File: config.mk
export PLATFORM = sky130hd
export DESIGN_NAME = fetch_unit
export DESIGN_NICKNAME = d
export VERILOG_FILES = /design/src/rtl/isa_pkg.sv /design/src/rtl/branch_cond_eval.sv /design/src/rtl/fetch_unit.sv
export SDC_FILE = /design/constraint.sdc
export NUM_CORES = 1
export LEC_CHECK = 0
export CAP_MARGIN = 40
export CORE_MARGIN = 5
export CORE_UTILIZATION = 53
export CTS_BUF_LIST = sky130_fd_sc_hd__clkbuf_2 sky130_fd_sc_hd__clkbuf_4 sky130_fd_sc_hd__clkbuf_8
export CTS_CLUSTER_DIAMETER = 200
export DETAILED_ROUTE_END_ITERATION = 7
export PLACE_DENSITY = 0.94
export SLEW_MARGIN = 10
export SYNTH_ARGS = -nofsm -noshare
export SYNTH_HDL_FRONTEND = slang
export SYNTH_SLANG_ARGS = --single-unit
File: constraint.sdc
create_clock -name clk -period 3.3 [get_ports clk]
set_input_delay 0.495 -clock clk [delete_from_list [all_inputs] [get_ports clk]]
set_output_delay 0.495 -clock clk [all_outputs]
set_load 0.02 [all_outputs]
File: src/rtl/isa_pkg.sv
// Thumb-subset ISA constants and helpers shared by fetch and decode.
// Condition codes, branch opcodes, NOOP encoding, offset sign-extension.
package isa_pkg;

  localparam logic [4:0] OP_B     = 5'b11100;
  localparam logic [3:0] OP_BCOND = 4'b1101;

  localparam logic [3:0] COND_EQ  = 4'h0;
  localparam logic [3:0] COND_NE  = 4'h1;
  localparam logic [3:0] COND_CS  = 4'h2;
  localparam logic [3:0] COND_CC  = 4'h3;
  localparam logic [3:0] COND_MI  = 4'h4;
  localparam logic [3:0] COND_PL  = 4'h5;
  localparam logic [3:0] COND_VS  = 4'h6;
  localparam logic [3:0] COND_VC  = 4'h7;
  localparam logic [3:0] COND_HI  = 4'h8;
  localparam logic [3:0] COND_LS  = 4'h9;
  localparam logic [3:0] COND_GE  = 4'hA;
  localparam logic [3:0] COND_LT  = 4'hB;
  localparam logic [3:0] COND_GT  = 4'hC;
  localparam logic [3:0] COND_LE  = 4'hD;
  localparam logic [3:0] COND_AL  = 4'hE;
  localparam logic [3:0] COND_SVC = 4'hF;

  localparam logic [15:0] NOOP_ENC = 16'hBF00;

  function automatic logic [31:0] sext8(input logic [7:0] v);
    return {{24{v[7]}}, v};
  endfunction

  function automatic logic [31:0] sext11(input logic [10:0] v);
    return {{21{v[10]}}, v};
  endfunction

endpackage

File: src/rtl/branch_cond_eval.sv
// Evaluates a 4-bit condition code against {N,Z,C,V}.
// AL passes; SVC never passes.
module branch_cond_eval
  import isa_pkg::*;
(
  input  logic [3:0] cond,
  input  logic [3:0] nzcv,
  output logic       pass
);

  logic n, z, c, v;

  assign n = nzcv[3];
  assign z = nzcv[2];
  assign c = nzcv[1];
  assign v = nzcv[0];

  always_comb begin
    pass = 1'b0;
    unique case (cond)
      COND_EQ:  pass = z;
      COND_NE:  pass = !z;
      COND_CS:  pass = c;
      COND_CC:  pass = !c;
      COND_MI:  pass = n;
      COND_PL:  pass = !n;
      COND_VS:  pass = v;
      COND_VC:  pass = !v;
      COND_HI:  pass = c && !z;
      COND_LS:  pass = !c || z;
      COND_GE:  pass = (n == v);
      COND_LT:  pass = (n != v);
      COND_GT:  pass = !z && (n == v);
      COND_LE:  pass = z || (n != v);
      COND_AL:  pass = 1'b1;
      COND_SVC: pass = 1'b0;
      default:  pass = 1'b0;
    endcase
  end

endmodule

File: src/rtl/fetch_unit.sv
// IF stage: PC, IF/ID register, branch resolve with one delay slot.
// FETCH_PERF_CNT_EN adds fetch/taken-branch performance counters.
module fetch_unit
  import isa_pkg::*;
#(
  parameter int                ADDR_W     = 16,
  parameter logic [ADDR_W-1:0] RESET_PC   = '0,
  parameter logic [15:0]       NOOP_INSTR = NOOP_ENC
) (
  input  logic              clk,
  input  logic              reset,
  output logic [ADDR_W-1:0] address,
  input  logic [15:0]       instruction,
  input  logic              stall,
  input  logic [3:0]        flags_nzcv,
  output logic [15:0]       id_instr,
  output logic [ADDR_W-1:0] id_pc,
  output logic              id_valid,
`ifdef FETCH_PERF_CNT_EN
  output logic [31:0]       perf_fetch_cnt,
  output logic [31:0]       perf_taken_cnt,
`endif
  output logic              branch_taken
);

  logic [ADDR_W-1:0] pc_q, pc_d;
  logic [15:0]       id_instr_q, id_instr_d;
  logic [ADDR_W-1:0] id_pc_q, id_pc_d;
  logic              id_valid_q, id_valid_d;

  logic              is_b, is_bc, cond_pass, is_taken;
  logic [ADDR_W-1:0] off, target, next_pc;

  branch_cond_eval u_cond (
    .cond (id_instr_q[11:8]),
    .nzcv (flags_nzcv),
    .pass (cond_pass)
  );

  assign is_b  = (id_instr_q[15:11] == OP_B);
  assign is_bc = (id_instr_q[15:12] == OP_BCOND)
              && (id_instr_q[11:8] != COND_AL)
              && (id_instr_q[11:8] != COND_SVC);

  always_comb begin
    is_taken = 1'b0;
    off      = '0;
    unique case (1'b1)
      is_b: begin
        is_taken = 1'b1;
        off      = ADDR_W'(sext11(id_instr_q[10:0]));
      end
      is_bc: begin
        is_taken = cond_pass;
        off      = ADDR_W'(sext8(id_instr_q[7:0]));
      end
      default: ;
    endcase
  end

  // A stalled cycle never redirects; the branch re-evaluates on release.
  assign branch_taken = id_valid_q && !stall && is_taken;
  assign target  = id_pc_q + ADDR_W'(1) + off;
  assign next_pc = branch_taken ? target : pc_q + ADDR_W'(1);

  always_comb begin
    pc_d       = pc_q;
    id_instr_d = id_instr_q;
    id_pc_d    = id_pc_q;
    id_valid_d = id_valid_q;
    if (!stall) begin
      pc_d       = next_pc;
      id_instr_d = instruction;
      id_pc_d    = pc_q;
      id_valid_d = 1'b1;
    end
  end

  always_ff @(posedge clk) begin
    if (reset) begin
      pc_q       <= RESET_PC;
      id_instr_q <= NOOP_INSTR;
      id_pc_q    <= '0;
      id_valid_q <= 1'b0;
    end else begin
      pc_q       <= pc_d;
      id_instr_q <= id_instr_d;
      id_pc_q    <= id_pc_d;
      id_valid_q <= id_valid_d;
    end
  end

  assign address  = pc_q;
  assign id_instr = id_instr_q;
  assign id_pc    = id_pc_q;
  assign id_valid = id_valid_q;

`ifdef FETCH_PERF_CNT_EN
  logic [31:0] fetch_cnt_q, fetch_cnt_d;
  logic [31:0] taken_cnt_q, taken_cnt_d;

  always_comb begin
    fetch_cnt_d = fetch_cnt_q;
    taken_cnt_d = taken_cnt_q;
    if (!stall) fetch_cnt_d = fetch_cnt_q + 32'd1;
    if (branch_taken) taken_cnt_d = taken_cnt_q + 32'd1;
  end

  always_ff @(posedge clk) begin
    if (reset) begin
      fetch_cnt_q <= '0;
      taken_cnt_q <= '0;
    end else begin
      fetch_cnt_q <= fetch_cnt_d;
      taken_cnt_q <= taken_cnt_d;
    end
  end

  assign perf_fetch_cnt = fetch_cnt_q;
  assign perf_taken_cnt = taken_cnt_q;
`endif

endmodule

==> results.tsv, run 1 <==
metric	value	unit
synthToLayoutAreaGrowth	25.0	%
worst_skew_pair_latency	310	ps
run_status	finished clean	
hold_path_class	flip-flop to flip-flop	
ys_ff_latch	49	
clk_path_buf_depth	2	
postSynthCellCount	399	
grt_pass1_wl	15300	µm
grt.met2_usage	37.4	%
die_w	90.4	µm
total_congestion_overflow	0	
cpLargestDelayFamily	buffers and inverters	
floorplan.die_area	0.00816	mm²
antennaDiodeCount	0	
postSynth.topFlopCell	sky130_fd_sc_hd__dfxtp_1	
path_cells	clkdlybuf4s50_1, nor2_1, o22a_2, o221a_2, o31a_1, nand2_1, inv_1, clkdlybuf4s50_1	
initial_core_util	54.2	%
timing_hold_violations_final	0	
synth.yosys.warnings	0	
cts-htree-levels	2	
grt_antenna_before_repair	0	
io_buffer_count	72	
crit_arrival	2690	ps
numCtsBuffers	5	
part_of_the_yosys_area_used_for_sequential_elements	28.7	%
clk_root_buffer_cell	sky130_fd_sc_hd__clkbuf_8	
routed_via_density	6.35	
final-instance-count-excl-fill	544	
power.static_leakage	1.67	nW
vdd_ir_drop_max	192	µV
cpPeakStageDelay	600	ps
async_flop_share	0	%
worst-endpoint-required	2800	ps
critical_path.max_fanout	6	
design.portCount	73	
slowest_stage	sky130_fd_sc_hd__clkdlybuf4s50_1	
drt_iter0_markers	243	
power.density_cell_area	279	mW/mm²
route.vias.total	3453	
cts.hold.buffers_added	0	
gp_routability_congestion	0.888	
number_of_cells_in_the_design_after_placement	534	
worst_path_most_repeated_cell	sky130_fd_sc_hd__clkdlybuf4s50_1	
global_route.usage.met3	4.75	%
groute.usage.overall	22.0	%
die_h	90.4	µm
cp-start-kind	input port	
finalPower	0.00119	W
totalWireLength	9460	µm
fin_crit_sh	96.4	%
met1_global_route_usage	28.0	%
timing_max_transition_violations_final	0	
netlist_area	0.00342	mm²
std_cell_rows	29	
timing.max_cap.violations	0	
mostFrequentLayoutCells	71 x sky130_fd_sc_hd__clkdlybuf4s50_1, 46 x sky130_fd_sc_hd__dfxtp_1, 39 x sky130_fd_sc_hd__nor2_1, 34 x sky130_fd_sc_hd__mux2i_1, 32 x sky130_fd_sc_hd__nand2_1	
maximum_number_of_pins_on_one_net_before_global_route_repair	62	
grt_pass1_vias	3264	
drt_drc	0	
relSlewSlack	46.2	%
max_clock_freq	314	MHz
synthesis.area_per_instance	8.58	µm²
worst_setup_path_end_kind	primary output	
dpl.hpwl	6770	µm
drt_pass1_iterations	6	
layout.nets	506	
global_route.peak_usage_layer	met2	
design.core.area	0.00631	mm²
clock-skew-final	10.2	ps
wl_per_cell	17.4	µm
timing.final.crit_period	3180	ps
drive_above_1_share	8.99	%
finalSetupViolCount	0	
post_synth_num_cell_types	75	
clock_sinks	49	
worst_pin_slew	806	ps
synth_fp_nets	439	
layout_commonest_cell	sky130_fd_sc_hd__clkdlybuf4s50_1	
ant_nets	0	
criticalPathCategory	input port to primary output	
number_of_enable_flip_flop_cells_after_synthesis	0	
tritoncts	yes	
clock_pin_slew_worst_setup_and_hold_paths	90	ps
timing.critical_path.buf_inv	3	
[synthesized netlist by cell type (all sizes together), types with 5 or more instances]
cell    number  area (µm²)
a21oi       12        60.1
a32oi        7        61.3
and2         9        56.3
buf         11        98.8
clkbuf      11        41.3
dfxtp       49         981
ha          16         200
inv         10        37.5
mux2i       35         350
nand2       33         124
nand2b       6        40.0
nand3       17        85.1
nand4        9        56.3
nor2        39         146
nor2b        8        52.6
nor4        10        62.6
o211ai       6        50.1
o21ai       12        60.1
o311ai       7        61.3
or4          5        45.0
xnor2        8        70.1
[kinds of logic after synthesis]
logic type / count (synthesis) / share of synthesized area (%)
simple gates: 166 / 26.3
compound gates: 88 / 20.1
flops: 49 / 28.7
mux: 36 / 10.6
buf+inv: 34 / 5.59
fa+ha+maj: 17 / 6.44
xor+xnor: 9 / 2.30
[path summary, 6_finish.rpt]
| path | from | to | slack [ps] | cells after the start |
|---|---|---|---|---|
| min | id_valid | id_valid | 530 | 1 |
| max | flags_nzcv[0] | branch_taken | 120 | 8 |
| min reg2reg | id_valid | id_valid | 530 | 1 |
| max reg2reg | id_instr[13] | address[14] | 120 | 12 |
[where the power goes]
group | switching (W) | total [W] | internal [W]
Combinational | 0.000102 | 0.000195 | 0.0000930
Sequential | 0.0000209 | 0.000629 | 0.000608
Clock | 0.000212 | 0.000370 | 0.000158
Total | 0.000335 | 0.00119 | 0.000859
[worst register-to-register path, cell delays in order (launching register included)]
cell and delay, ps:
sky130_fd_sc_hd__dfxtp_1 370, sky130_fd_sc_hd__and4b_2 350, sky130_fd_sc_hd__nand2_1 70, sky130_fd_sc_hd__nand2_2 150
sky130_fd_sc_hd__nand2_1 90, sky130_fd_sc_hd__ha_1 210, sky130_fd_sc_hd__fa_1 420, sky130_fd_sc_hd__nor2b_1 170
sky130_fd_sc_hd__o31a_1 210, sky130_fd_sc_hd__o21ai_1 140, sky130_fd_sc_hd__a221o_1 300, sky130_fd_sc_hd__or4_1 480
sky130_fd_sc_hd__a41oi_2 130
[flip-flops by register name (all words and copies together) (netlist names)]
name      count
id_valid      1
id_pc        16
id_instr     16
address      16
[layout make-up]
cell class | instances | area [µm²]
clock buffer | 6 | 76.3
multi-input combinational | 316 | 2270
tap | 77 | 96.3
sequential | 49 | 985
fill | 536 | 2040
clock inverter | 2 | 15.0
inverter | 11 | 41.3
timing repair buffer | 83 | 798
[per-stage QoR]
stage	hold WS, ps	setup TNS (ps)	area [µm²]	utilization, %	worst slack [ps]
final	534	0	4280	67.8	117
after global placement	500	0	4160	65.9	138
after global routing	548	-30.5	4280	67.8	-30.5
after CTS	535	0	4250	67.4	21.4
after detailed placement	503	-18.7	4160	65.9	-18.7
after floorplan	588	0	3420	-	198
[layer usage]
layer	up-vias	wire [µm]
met4	0	157
li1	1649	-
met1	1638	3950
met3	20	711
met2	146	4640
met5	-	0
[repair_timing]
action	CTS	global route
setup buffers	0	2
gates cloned	0	0
endpoints found under the setup margin	1	3
pin swaps	0	1
resized for setup	2	6
Power figures use the tool's default switching activity.
==> run 2, diff against run 1 <==
- CORE_UTILIZATION: 53 -> 55
- PLACE_DENSITY: 0.94 -> 0.95
- clock period: 3.3 -> 4.1 ns (I/O delays scaled with it)
==> run 2 against run 1 <==
Against the previous run:
- cell area is 0.91% lower
- sequential share of layout area is 0.12 points higher
- critical endpoint is now address[14]
- register-to-register slack better by 360 ps
- sequential power is 19% lower
- power is 13% lower
- wire length is 6.0% higher
- clock skew is 4.9 ps lower
- clock-buffer cell count is 1 higher
- core utilization is 3.0 points higher
- sequential cell count stayed put
- final cell count is 1.5% lower
- combinational power is 25% lower
==> results.tsv, run 2 (synthesized netlist as in run 1, its figures left out) <==
metric	value	unit	change
run_status	finished clean		
p_int	0.000766	W	-11%
finalHoldWorstSlack	513	ps	-20.8 ps
grt_pass1_vias	3389		+3.8%
route.vias.total	3601		+4.3%
gp_routability_congestion	1.03		+16%
timing_hold_violations_final	0		unchanged
numCtsBuffers	5		unchanged
timing.reg2reg.worst_path_depth	11		-1
cp-start-kind	flip-flop		
layout.nets	500		-1.2%
maximum_number_of_pins_on_one_net_before_global_route_repair	62		unchanged
die_h	88.9	µm	-1.6%
clock_pin_slew_worst_setup_and_hold_paths	90	ps	about the same
hold_path_class	flip-flop to flip-flop		
worst_skew_pair_latency	310	ps	about the same
cts.hold.buffers_added	0		unchanged
clock-skew-final	5.35	ps	-4.89 ps
drt_drc	0		unchanged
clk_root_buffer_cell	sky130_fd_sc_hd__clkbuf_8		
final.fill_count	440		-18%
endpoint_of_the_worst_hold_timing_path	id_valid		
total_congestion_overflow	0		unchanged
power.sequential.fraction	49.3	%	-3.4 points
finalSetupViolCount	0		unchanged
rrSetupSlack	470	ps	+360 ps
criticalPathCategory	flip-flop to flip-flop		
timing_max_transition_violations_final	0		unchanged
layout_commonest_cell	sky130_fd_sc_hd__clkdlybuf4s50_1		
antennaDiodeCount	0		unchanged
initial_core_util	57.1	%	+2.9 points
wl_per_cell	18.7	µm	+7.6%
cts-resized-gates	0		-2
synthToLayoutAreaGrowth	23.9	%	
fin_crit_sh	88.4	%	
postCtsSetupBuffers	0		unchanged
dpl.hpwl	7000	µm	+3.4%
power.density_cell_area	244	mW/mm²	-13%
tritoncts	yes		
clock_sinks	49		unchanged
relSlewSlack	39.4	%	-6.9 points
critical_path.max_fanout	16		+10
drive_above_1_share	6.51	%	-2.5 points
totalWireLength	10000	µm	+6.0%
grt_setup_unrepaired	false		
grt_antenna_before_repair	0		unchanged
final-instance-count-excl-fill	536		-1.5%
ant_nets	0		unchanged
vdd_ir_drop_max	215	µV	+12%
drt_iter0_markers	527		+120%
timing.rr.end	address[14]		
groute.usage.overall	25.9	%	+3.9 points
pwr-share-clk	36.5	%	+5.5 points
crit_arrival	3870	ps	+1180 ps
p_sw	0.000269	W	-20%
clk_path_buf_depth	2		unchanged
std_cell_rows	28		-3.4%
worst-endpoint-required	4350	ps	+1550 ps
grt_pass1_wl	16300	µm	+6.8%
drt_pass1_iterations	6		unchanged
cts-htree-levels	2		unchanged
design.portCount	73		unchanged
number_of_cells_in_the_design_after_placement	528		-1.1%
worst_pin_slew	901	ps	+94.6 ps
routed_via_density	6.72		+5.8%
worstHoldPathCells	1		unchanged
final.setup.tns	0	ps	unchanged
p_sw_share	26.0	%	-2.1 points
floorplan.die_area	0.00790	mm²	-3.2%
timing.max_cap.violations	0		unchanged
power.static_leakage	1.67	nW	-0.20%
worst_setup_path_end_kind	flip-flop		
die_w	88.9	µm	-1.6%
max_clock_freq	276	MHz	
worst_setup_path_startpoint	id_instr[11]		
mostFrequentLayoutCells	71 x sky130_fd_sc_hd__clkdlybuf4s50_1, 49 x sky130_fd_sc_hd__dfxtp_1, 39 x sky130_fd_sc_hd__nor2_1, 35 x sky130_fd_sc_hd__mux2i_1, 33 x sky130_fd_sc_hd__nand2_1		
timing.final.crit_period	3630	ps	
finalPower	0.00103	W	-13%
crit-reg2reg-launch	id_instr[11]		
combinationalPowerShare	14.1	%	-2.2 points
io_buffer_count	72		unchanged
design.core.area	0.00599	mm²	-5.1%
hold_path.startpoint	id_valid		
run 2: per-layer routing:
layer | track usage [%] | vias to the layer above | share of wire, %
li1 | - | 1632 | -
met1 | 33.0 | 1678 | 41
met2 | 43.3 | 244 | 47
met3 | 5.77 | 47 | 9.2
met4 | 8.38 | 0 | 2.9
met5 | 0 | - | 0
run 2: through the flow:
stage / utilization, % / setup WS, ps / cell area [µm²]
CTS: 70.8 / 602 / 4240
detailed placement: 68.8 / 613 / 4120
global route: 70.8 / 251 / 4240
global placement: 68.8 / 751 / 4120
finish: 70.8 / 474 / 4240
floorplan: - / 998 / 3420
run 2: worst max-delay path: stages, from the launching register on:
cell and delay, ps:
sky130_fd_sc_hd__dfxtp_1 610, sky130_fd_sc_hd__nand3_1 240, sky130_fd_sc_hd__nand2_1 120, sky130_fd_sc_hd__nand2_1 190, sky130_fd_sc_hd__and2_1 230, sky130_fd_sc_hd__ha_1 340
sky130_fd_sc_hd__a21o_1 230, sky130_fd_sc_hd__or3_1 360, sky130_fd_sc_hd__o21ai_0 410, sky130_fd_sc_hd__o221ai_1 220, sky130_fd_sc_hd__or4_1 450, sky130_fd_sc_hd__a41oi_2 140
run 2: power by group through the flow:
stage / clock (W) / sequential [W] / combinational [W]
global route: 0.000401 / 0.000513 / 0.000156
detailed placement: 0 / 0.000521 / 0.000145
floorplan: 0 / 0.000528 / 0.0000768
finish: 0.000378 / 0.000511 / 0.000146
CTS: 0.000381 / 0.000510 / 0.000146
global placement: 0 / 0.000520 / 0.000141
run 2: worst max path at each step:
stage                         to  slack (ps)  cells after the start
detailed placement   address[14]         610                     12
CTS                  address[14]         600                     11
global placement    branch_taken         750                      8
finish               address[14]         470                     11
global route         address[14]         250                     12
floorplan            address[14]        1000                     12
run 2: final cells by class:
| class | instances | area (µm²) | share of cell area (%) |
|---|---|---|---|
| Timing Repair Buffer | 77 | 753 | 17.8 |
| Tap cell | 75 | 93.8 | 2.21 |
| Clock buffer | 7 | 90.1 | 2.13 |
| Multi-Input combinational cell | 316 | 2250 | 53.1 |
| Sequential cell | 49 | 981 | 23.1 |
| Inverter | 11 | 41.3 | 0.974 |
| Clock inverter | 1 | 30.0 | 0.708 |
==> run 3, diff against run 2 <==
- CORE_MARGIN: 5 -> unset
==> run 3 against run 2 <==
Against the previous run:
- clock power decreased by 21%
- power decreased by 7.6%
- die area decreased by 17%
- worst setup slack improved by 28 ps
- via count decreased by 4.6%
- clock skew increased by 4.7 ps
- cell area decreased by 0.47%
- sequential power about the same
- first-iteration DRC count decreased by 31%
- largest cell class unchanged
- highest routed layer unchanged
==> results.tsv, run 3 (synthesized netlist as in run 1, its figures left out) <==
metric	value	unit	change
run_status	finished clean		
critical_path.max_fanout	16		unchanged
cpPeakStageDelay	480	ps	-130 ps
hold_path_class	flip-flop to flip-flop		
timing.max_cap.violations	0		unchanged
max_clock_freq	278	MHz	+0.79%
layout.nets	500		unchanged
fin_crit_sh	87.7	%	-0.69 points
crit-reg2reg-launch	id_instr[11]		
criticalPathCategory	flip-flop to flip-flop		
clk_path_buf_depth	2		unchanged
dpl.hpwl	6700	µm	-4.3%
hold_path.startpoint	id_instr[3]		
die_h	80.9	µm	-9.0%
clk_root_buffer_cell	sky130_fd_sc_hd__clkbuf_8		
worst_path_most_repeated_cell	sky130_fd_sc_hd__nand2_1		
worst_setup_path_end_kind	flip-flop		
final.fill_count	479		+8.9%
power.static_leakage	1.66	nW	-0.69%
drt_iter0_markers	363		-31%
groute.usage.overall	29.4	%	+3.5 points
drt_drc	0		unchanged
routed_via_density	6.41		-4.6%
drive_above_1_share	6.51	%	unchanged
grt_setup_unrepaired	false		
total_congestion_overflow	0		unchanged
grt_pass1_vias	3178		-6.2%
postCtsSetupBuffers	0		unchanged
tritoncts	yes		
wl_per_cell	17.4	µm	-6.7%
finalSetupViolCount	0		unchanged
finalPower	0.000956	W	-7.6%
placement.setup.worst_slack	584	ps	-28.2 ps
clock_sinks	49		unchanged
relSlewSlack	45.4	%	+6.0 points
synthToLayoutAreaGrowth	23.3	%	
global_route.peak_usage_layer	met2		
slowest_stage	sky130_fd_sc_hd__or4_1		
final_critical_path_setup_slack	502	ps	+28.3 ps
io_buffer_count	72		unchanged
cts-htree-levels	2		unchanged
cts-resized-gates	0		unchanged
worst_pin_slew	819	ps	-82.3 ps
route.vias.total	3437		-4.6%
gp_routability_congestion	0.905		-12%
path_cells	nor2_1, nand4_1, nand2_1, nand2_1, ha_1, fa_1, nor2b_1, o31a_1, o21ai_0, a221o_1, or4_1, a41oi_2		
grt_antenna_before_repair	0		unchanged
utilization	70.8	%	+0.080 points
drt_pass1_iterations	6		unchanged
timing_hold_violations_final	0		unchanged
std_cell_rows	28		unchanged
power.density_cell_area	227	mW/mm²	-7.2%
clock_pin_slew_worst_setup_and_hold_paths	90	ps	about the same
timing.critical_path.buf_inv	0		unchanged
floorplan.die_area	0.00654	mm²	-17%
grt_pass1_wl	15100	µm	-7.4%
totalWireLength	9350	µm	-6.7%
worst_skew_pair_latency	300	ps	about the same
worst_setup_path_startpoint	id_instr[11]		
cp-start-kind	flip-flop		
crit_arrival	3830	ps	-40 ps
cts.hold.buffers_added	0		unchanged
grt.met2_usage	51.5	%	+8.3 points
met1_global_route_usage	37.1	%	+4.1 points
die_w	80.9	µm	-9.0%
mostFrequentLayoutCells	71 x sky130_fd_sc_hd__clkdlybuf4s50_1, 49 x sky130_fd_sc_hd__dfxtp_1, 39 x sky130_fd_sc_hd__nor2_1, 35 x sky130_fd_sc_hd__mux2i_1, 33 x sky130_fd_sc_hd__nand2_1		
layout_commonest_cell	sky130_fd_sc_hd__clkdlybuf4s50_1		
design.core.area	0.00596	mm²	-0.58%
ant_nets	0		unchanged
timing_max_transition_violations_final	0		unchanged
initial_core_util	57.5	%	+0.34 points
numCtsBuffers	5		unchanged
global_route.usage.met3	3.48	%	-2.3 points
timing.final.crit_period	3600	ps	-28.3 ps
antennaDiodeCount	0		unchanged
cpLargestDelayFamily	simple AND/OR/NAND/NOR gates		
worst-endpoint-required	4330	ps	-20 ps
design.portCount	73		unchanged
maximum_number_of_pins_on_one_net_before_global_route_repair	62		unchanged
clock-skew-final	10.0	ps	+4.66 ps
final.setup.tns	0	ps	unchanged
vdd_ir_drop_max	162	µV	-25%
run 3: worst paths after layout:
check / cells after the start / to / slack, ps
worst max-delay path: 12 / address[14] / 500
worst max register to register: 12 / address[14] / 500
worst min register to register: 2 / id_instr[3] / 540
worst min-delay path: 2 / id_instr[3] / 540
run 3: area by class of cell:
class                   instances  area (µm²)  share of cell area, %
multi-input cells             316        2260                   53.5
well taps                      75        93.8                   2.22
repair buffers                 77         753                   17.9
flip-flops and latches         49         981                   23.3
clock buffers                   8        91.3                   2.16
inverters                      11        41.3                  0.979
run 3: routing by layer:
metal	up-vias	part of all wire [%]
met5	-	0
met4	0	2.6
met3	28	5.7
met2	164	49
met1	1611	42
li1	1634	-
run 3: per-stage QoR:
stage | cells | hold WS, ps | cell area (µm²)
after floorplan | 399 | 588 | 3420
after global placement | 528 | 493 | 4130
after detailed placement | 528 | 509 | 4130
after CTS | 536 | 529 | 4220
after global routing | 536 | 547 | 4220
final | 536 | 540 | 4220
run 3: worst reg2reg max path: stages (launching register included):
cell and delay, ps:
sky130_fd_sc_hd__dfxtp_1 470, sky130_fd_sc_hd__nor2_1 230, sky130_fd_sc_hd__nand4_1 190, sky130_fd_sc_hd__nand2_1 300
sky130_fd_sc_hd__nand2_1 100, sky130_fd_sc_hd__ha_1 220, sky130_fd_sc_hd__fa_1 430, sky130_fd_sc_hd__nor2b_1 170
sky130_fd_sc_hd__o31a_1 230, sky130_fd_sc_hd__o21ai_0 220, sky130_fd_sc_hd__a221o_1 340, sky130_fd_sc_hd__or4_1 480
sky130_fd_sc_hd__a41oi_2 140
run 3: where the power goes:
part	switching (W)	total, W	internal [W]
logic	0.0000759	0.000147	0.0000714
registers	0.0000218	0.000511	0.000489
clock network	0.000157	0.000298	0.000142
total	0.000254	0.000956	0.000702
